## src/rtl/fifo_wr_arbiter.sv

```systemverilog
// rtl/fifo_wr_arbiter.sv - round-robin burst-hold arbiter for the FIFO write port
// Optional: ARB_STRICT_PRIO_EN selects fixed lowest-index priority instead of round-robin.
module fifo_wr_arbiter #(
  parameter int N_REQ     = 4,
  parameter int DATA_W    = 128,
  parameter int BURST_MAX = 4
) (
  input  logic                    clk,
  input  logic                    rstn,
  input  logic [N_REQ-1:0]        i_req_valid,
  input  logic [N_REQ*DATA_W-1:0] i_req_data,
  input  logic [N_REQ-1:0]        i_req_last,
  output logic [N_REQ-1:0]        o_req_ready,
  output logic [N_REQ-1:0]        o_grant,
  output logic                    o_fifo_wren,
  output logic [DATA_W-1:0]       o_fifo_wrdata,
  input  logic                    i_fifo_full,
  input  logic                    i_fifo_alm_full
);

  localparam int PTR_W = (N_REQ > 1) ? $clog2(N_REQ) : 1;
  localparam int CNT_W = $clog2(BURST_MAX + 1);

  typedef enum logic {IDLE, BURST} state_t;

  state_t           state, state_nxt;
  logic [N_REQ-1:0] grant, grant_nxt;
  logic [PTR_W-1:0] owner, owner_nxt;
  logic [CNT_W-1:0] beat_cnt, cnt_nxt;
  logic [PTR_W-1:0] win;
  logic             win_ok;
  logic             beat;
  logic             release_now;
`ifndef ARB_STRICT_PRIO_EN
  logic [PTR_W-1:0] last_ptr, last_ptr_nxt;
  int               idx;
`endif

  // Scan runs from farthest to nearest candidate so the nearest valid one wins.
  always_comb begin
    win    = '0;
    win_ok = 1'b0;
`ifdef ARB_STRICT_PRIO_EN
    for (int i = N_REQ - 1; i >= 0; i--) begin
      if (i_req_valid[i]) begin
        win    = PTR_W'(i);
        win_ok = 1'b1;
      end
    end
`else
    idx = 0;
    for (int i = N_REQ; i >= 1; i--) begin
      idx = (int'(last_ptr) + i) % N_REQ;
      if (i_req_valid[PTR_W'(idx)]) begin
        win    = PTR_W'(idx);
        win_ok = 1'b1;
      end
    end
`endif
  end

  assign o_grant       = grant;
  assign o_req_ready   = (state == BURST && !i_fifo_full) ? grant : '0;
  assign beat          = |(i_req_valid & o_req_ready);
  assign o_fifo_wren   = beat;
  assign o_fifo_wrdata = (state == BURST) ? i_req_data[int'(owner)*DATA_W +: DATA_W] : '0;

  always_comb begin
    state_nxt    = state;
    grant_nxt    = grant;
    owner_nxt    = owner;
    cnt_nxt      = beat_cnt;
    release_now  = 1'b0;
`ifndef ARB_STRICT_PRIO_EN
    last_ptr_nxt = last_ptr;
`endif
    case (state)
      IDLE: begin
        if (win_ok && !i_fifo_alm_full) begin
          state_nxt = BURST;
          owner_nxt = win;
          grant_nxt = N_REQ'(1) << win;
          cnt_nxt   = '0;
        end
      end
      BURST: begin
        if (beat) begin
          cnt_nxt = beat_cnt + CNT_W'(1);
          if (i_req_last[owner] || cnt_nxt == CNT_W'(BURST_MAX)) release_now = 1'b1;
        end else if (!i_req_valid[owner]) begin
          release_now = 1'b1;
        end
        if (release_now) begin
          state_nxt = IDLE;
          grant_nxt = '0;
          cnt_nxt   = '0;
`ifndef ARB_STRICT_PRIO_EN
          last_ptr_nxt = owner;
`endif
        end
      end
    endcase
  end

  always_ff @(posedge clk or negedge rstn) begin
    if (!rstn) begin
      state    <= IDLE;
      grant    <= '0;
      owner    <= '0;
      beat_cnt <= '0;
`ifndef ARB_STRICT_PRIO_EN
      last_ptr <= PTR_W'(N_REQ - 1);
`endif
    end else begin
      state    <= state_nxt;
      grant    <= grant_nxt;
      owner    <= owner_nxt;
      beat_cnt <= cnt_nxt;
`ifndef ARB_STRICT_PRIO_EN
      last_ptr <= last_ptr_nxt;
`endif
    end
  end

endmodule

```

## config.mk

```make
export PLATFORM = sky130hd
export DESIGN_NAME = fifo_wr_arbiter
export DESIGN_NICKNAME = d
export VERILOG_FILES = /design/src/rtl/fifo_wr_arbiter.sv
export SDC_FILE = /design/constraint.sdc
export NUM_CORES = 1
export LEC_CHECK = 0
export CAP_MARGIN = 5
export CORE_AREA = 2 2 259 261
export CTS_CLUSTER_SIZE = 16
export DETAILED_ROUTE_END_ITERATION = 12
export DIE_AREA = 0 0 261 263
export PLACE_DENSITY = 0.33
export SYNTH_ARGS = -nofsm -noshare
export SYNTH_HDL_FRONTEND = slang
export SYNTH_SLANG_ARGS = --single-unit
```

## constraint.sdc

```tcl
create_clock -name clk -period 2.35 [get_ports clk]
set_input_delay 0.3525 -clock clk [delete_from_list [all_inputs] [get_ports clk]]
set_output_delay 0.3525 -clock clk [all_outputs]
set_load 0.03 [all_outputs]
```

# Word level (Yosys, flattened, before mapping)
# Cells that the tools add are included.
# word_totals
input_bits	524
reg_bits	12
output_inout_bits	137
# op_classes
n_mux	40
n_reduce_logical	10
add_sub_neg	5
order_cmp	5
bitwise	2
eq_ne	4
shifts	2
# op_table
op	n
$shiftx A512 B10 Y128	1
$mux W128	1
$mux W1	20
$lt A2 B4 Y1 const B	4
$bmux W1 S2	6
$mux W4	3
$mux W3	3
$mux W2	4
$pmux W4 S2	1
$reduce_and A2 Y1	4
$pmux W3 S2	1
$add A2 B1 Y2 const B	2
$add A2 B2 Y2 const B	2
$and A4 B4 Y4	1
$reduce_or A4 Y1	1
$shl A1 B2 Y4 const A	1
$add A3 B1 Y3 const B	1
$eq A3 B3 Y1 const B	1
$lt A2 B3 Y1 const B	1
$ne A3 B2 Y1 const B	1
$logic_and A1 B1 Y1	2
$logic_not A1 Y1	2
$ne A2 B1 Y1 const B	1
$ne A2 B2 Y1 const B	1
3 further kinds	3

# Logic depth before layout (Yosys ltp)
# logic_depth
ltp_word	11
mapped_depth	6
mapped_depth_nobuf	5

# Worst setup path before layout
# OpenSTA, ideal clock, no wires.
# synth_timing
path_kind	reg2out
from	register owner[0]
to	output port o_fifo_wrdata[119]
required_time_ns	1.997
stages_incl_launch_ff	6
slack_ns	0.333
arrival_ns	1.664
path_buffers	3
cell_sequence	dfrtp_1 > buf_6 > buf_2 > buf_2 > mux4_2 > and2_1
# synth_between
elab_chain_cells	2
# synth_rtl
item	line_no	text
start: declaration	28	logic [PTR_W-1:0] owner, owner_nxt;
start signal: assignment	117	owner <= owner_nxt;
$shiftx A512 B10 Y128	66	assign o_fifo_wrdata = (state == BURST) ? i_req_data[int'(owner)*DATA_W +: DATA_W] : '0;
$mux W128	66	
end: declaration	16	output logic [DATA_W-1:0] o_fifo_wrdata,
# Every way passes these cells.

# Worst setup path after layout
# layout_timing
from	register owner[0]
to	output port o_fifo_wrdata[118]
# Same word-level chain as after synthesis.

==> flow_summary.ini <==
[drt]
dr.pass1.iters = 4
totalWireLength_um = 44700
routedWlPerCell_um = 23.1
drt-initial-drc-count = 303
drc = 0
vias = 6576
vias_per_cell = 3.39
ant_nets = 0

[yosys]
synth.area.top_cells = mux4_2 62%, and2_1 18%, dfrtp_1 5.3%
ys_ff_latch = 12
yosys.area.top_type = mux4_2
ys_warn_count = 0
synth_nets = 903
synth_edf_count = 0
synth_top_cell_area_share = 0.617
synth_area_mm2 = 0.00471
async_reset_ff_frac = 1.00
syn_avg_cell_area_um2 = 12.5
dominantRegCellSynth = dfrtp_1
ys_types = 40
ys_seq_area_frac = 0.0643
netlist_instances = 377

[worst_setup_path]
cp-end-kind = primary output
r2r-end = last_ptr[0]
crit_start = owner[0]
worstPathMaxFanout = 7
regToRegSetupSlack_ns = 0.16
arrival_ns = 2.04
worst-r2r-cell-count = 8
critical_path_required_ns = 2.00
crit_chain = buf_12, buf_16, buf_12, buf_12, mux4_2, and2_4, buf_6
crit_path_frequent_cell = buf_12
cp_num_buf_inv = 5
crit_path_start_kind = register
slowest_stage = dfrtp_4
timing.rr.start = owner[0]
path_delay_family = buffers and inverters
worstSetupPathType = reg2out
slowest_delay_ns = 0.48

[cells_and_area]
layout-drive-gt1-share = 0.418
layout_common_cells = 528 x clkdlybuf4s50_1, 129 x mux4_2, 112 x buf_6
utilization = 0.208
syn_to_final_growth_pct = 190
final_nets = 1596
design_area_mm2 = 0.0136
final_common_cell = clkdlybuf4s50_1
fillers = 7108

[sta]
setup_violations = 15
fin_skew_ns = 0.00385
finalCritPeriodShare = 1.02
rsz0062_at_grt = true
slew-limit-headroom = 0.598
final.setup.tns_ns = -0.281
drv_slew = 0
hold_violations = 0
worst-slew-pin-transition_ns = 0.601
fmax_mhz = 418
setup_slack_ns = -0.0427
period_minus_slack_ns = 2.39

[outcome]
violations = setup timing
status = finished with violations

[clock_network]
clk_pin_slew_ns = 0.05
cts_buffers = 3
cts_sinks = 12
clk_path_buf_depth = 2
cts_tree = built
insertion_delay_ns = 0.24
htree_levels = 1
cts-root-buf = clkbuf_16

[global_routing]
grt_pass1_wl_um = 59800
grt_usage = 0.124
grt_max_degree = 43
grt_pass1_vias = 7354
antenna_found_initial = 10
grt_overflow = 0

[placement]
postPlaceCellArea_mm2 = 0.0124
dp_hpwl_um = 37300
io_buffers = 660
gp_congestion = 0.876

[min_path]
min_path_type = in2async

[floorplan]
pin_count = 661
rows = 94
die_area_mm2 = 0.0686
dieWidth_um = 261
die_h_um = 263
initial_core_util = 0.0718
core_mm2 = 0.0656

[flow_run]
maxCapViolations = 0

[power]
power.density_mw_per_mm2 = 1100
p_leak_nw = 5.08
peakVddDrop_uv = 389
kinds of logic (layout without fill, tap and decap cells):
logic type                 Yosys count  after routing  synth area share
and+or+nand+nor                    156            156             0.201
muxes                              135            135             0.634
buffers and inverters               46            738            0.0486
AOI/OAI and AO/OA                   25             25            0.0446
DFF                                 12             12            0.0643
adders and majority gates            2              2           0.00531
xor gates and xnor gates             1              1           0.00186
other                                0              4                 0
synth_stat cells (all sizes together), types with 2 or more instances:
cell,number
a211oi,2
o22ai,4
nand2b,7
and2,134
mux2,3
nand2,9
ha,2
a21o,2
mux2i,3
buf,25
a31o,2
dfrtp,10
clkbuf,20
mux4,129
a22o,2
nor2,3
dfstp,2
o21ai,3
worst reg2reg max path: stages (launching register included):
cell and delay (ns):
dfrtp_4 0.48, buf_12 0.16, buf_12 0.15, buf_8 0.14, buf_4 0.13, mux4_2 0.44, a21oi_2 0.18, mux2i_4 0.13
mux2_4 0.31
report_power, final:
| group | total (mW) | internal (mW) | switching, mW |
|---|---|---|---|
| logic | 14.2 | 7.52 | 6.64 |
| registers | 0.454 | 0.317 | 0.137 |
| clock network | 0.348 | 0.257 | 0.0912 |
| total | 15.0 | 8.10 | 6.87 |
per-layer routing:
layer,share of wire,vias up,GRT usage
li1,-,2926,-
met1,0.38,3264,0.145
met2,0.52,360,0.229
met3,0.098,20,0.0354
met4,0.0072,6,0.00860
met5,0.00087,-,0
worst max path at each step:
stage / endpoint / slack [ns] / depth (start not counted)
after floorplan: o_fifo_wrdata[119] / 0.33 / 5
after detailed placement: o_fifo_wrdata[39] / -0.08 / 4
after global routing: o_fifo_wrdata[117] / -0.10 / 7
final: o_fifo_wrdata[118] / -0.04 / 7
after global placement: o_fifo_wrdata[40] / -0.1 / 4
after CTS: o_fifo_wrdata[83] / -0.11 / 6
through the flow:
step           setup slack [ns]  hold slack, ns  std cells  total power [mW]
2_1_floorplan             0.333          0.0569        377              7.12
3_3_place_gp            -0.0966           0.552       1895              12.2
3_5_place_dp            -0.0756           0.554       1895              12.1
4_1_cts                  -0.106           0.514       1936              15.5
5_1_grt                  -0.100           0.538       1933              15.9
6_report                -0.0427           0.494       1937              15.0
sequential cells by signal (all words and copies together) (netlist names):
register / count
owner: 2
beat_cnt: 3
last_ptr: 2
o_grant: 4
state: 1
final cells by class:
class                           instances  area (µm²)  share of cell area
Tap cell                              864        1080              0.0792
Clock buffer                            4        88.8             0.00651
Antenna cell                            4        10.0            0.000734
Timing Repair Buffer                  733        7720               0.566
Sequential cell                        12         314              0.0230
Inverter                                1        3.75            0.000275
Multi-Input combinational cell        319        4420               0.324
what timing repair did:
| action | 4_1_cts | 5_1_grt |
|---|---|---|
| gates resized for setup | 420 | 32 |
| cloned | 8 | 0 |
| pin swaps | 35 | 6 |
| hold buffers | 0 | 0 |
| setup endpoints to repair | 119 | 126 |
| setup buffers | 29 | 4 |
(Power assumes the default switching activity.)
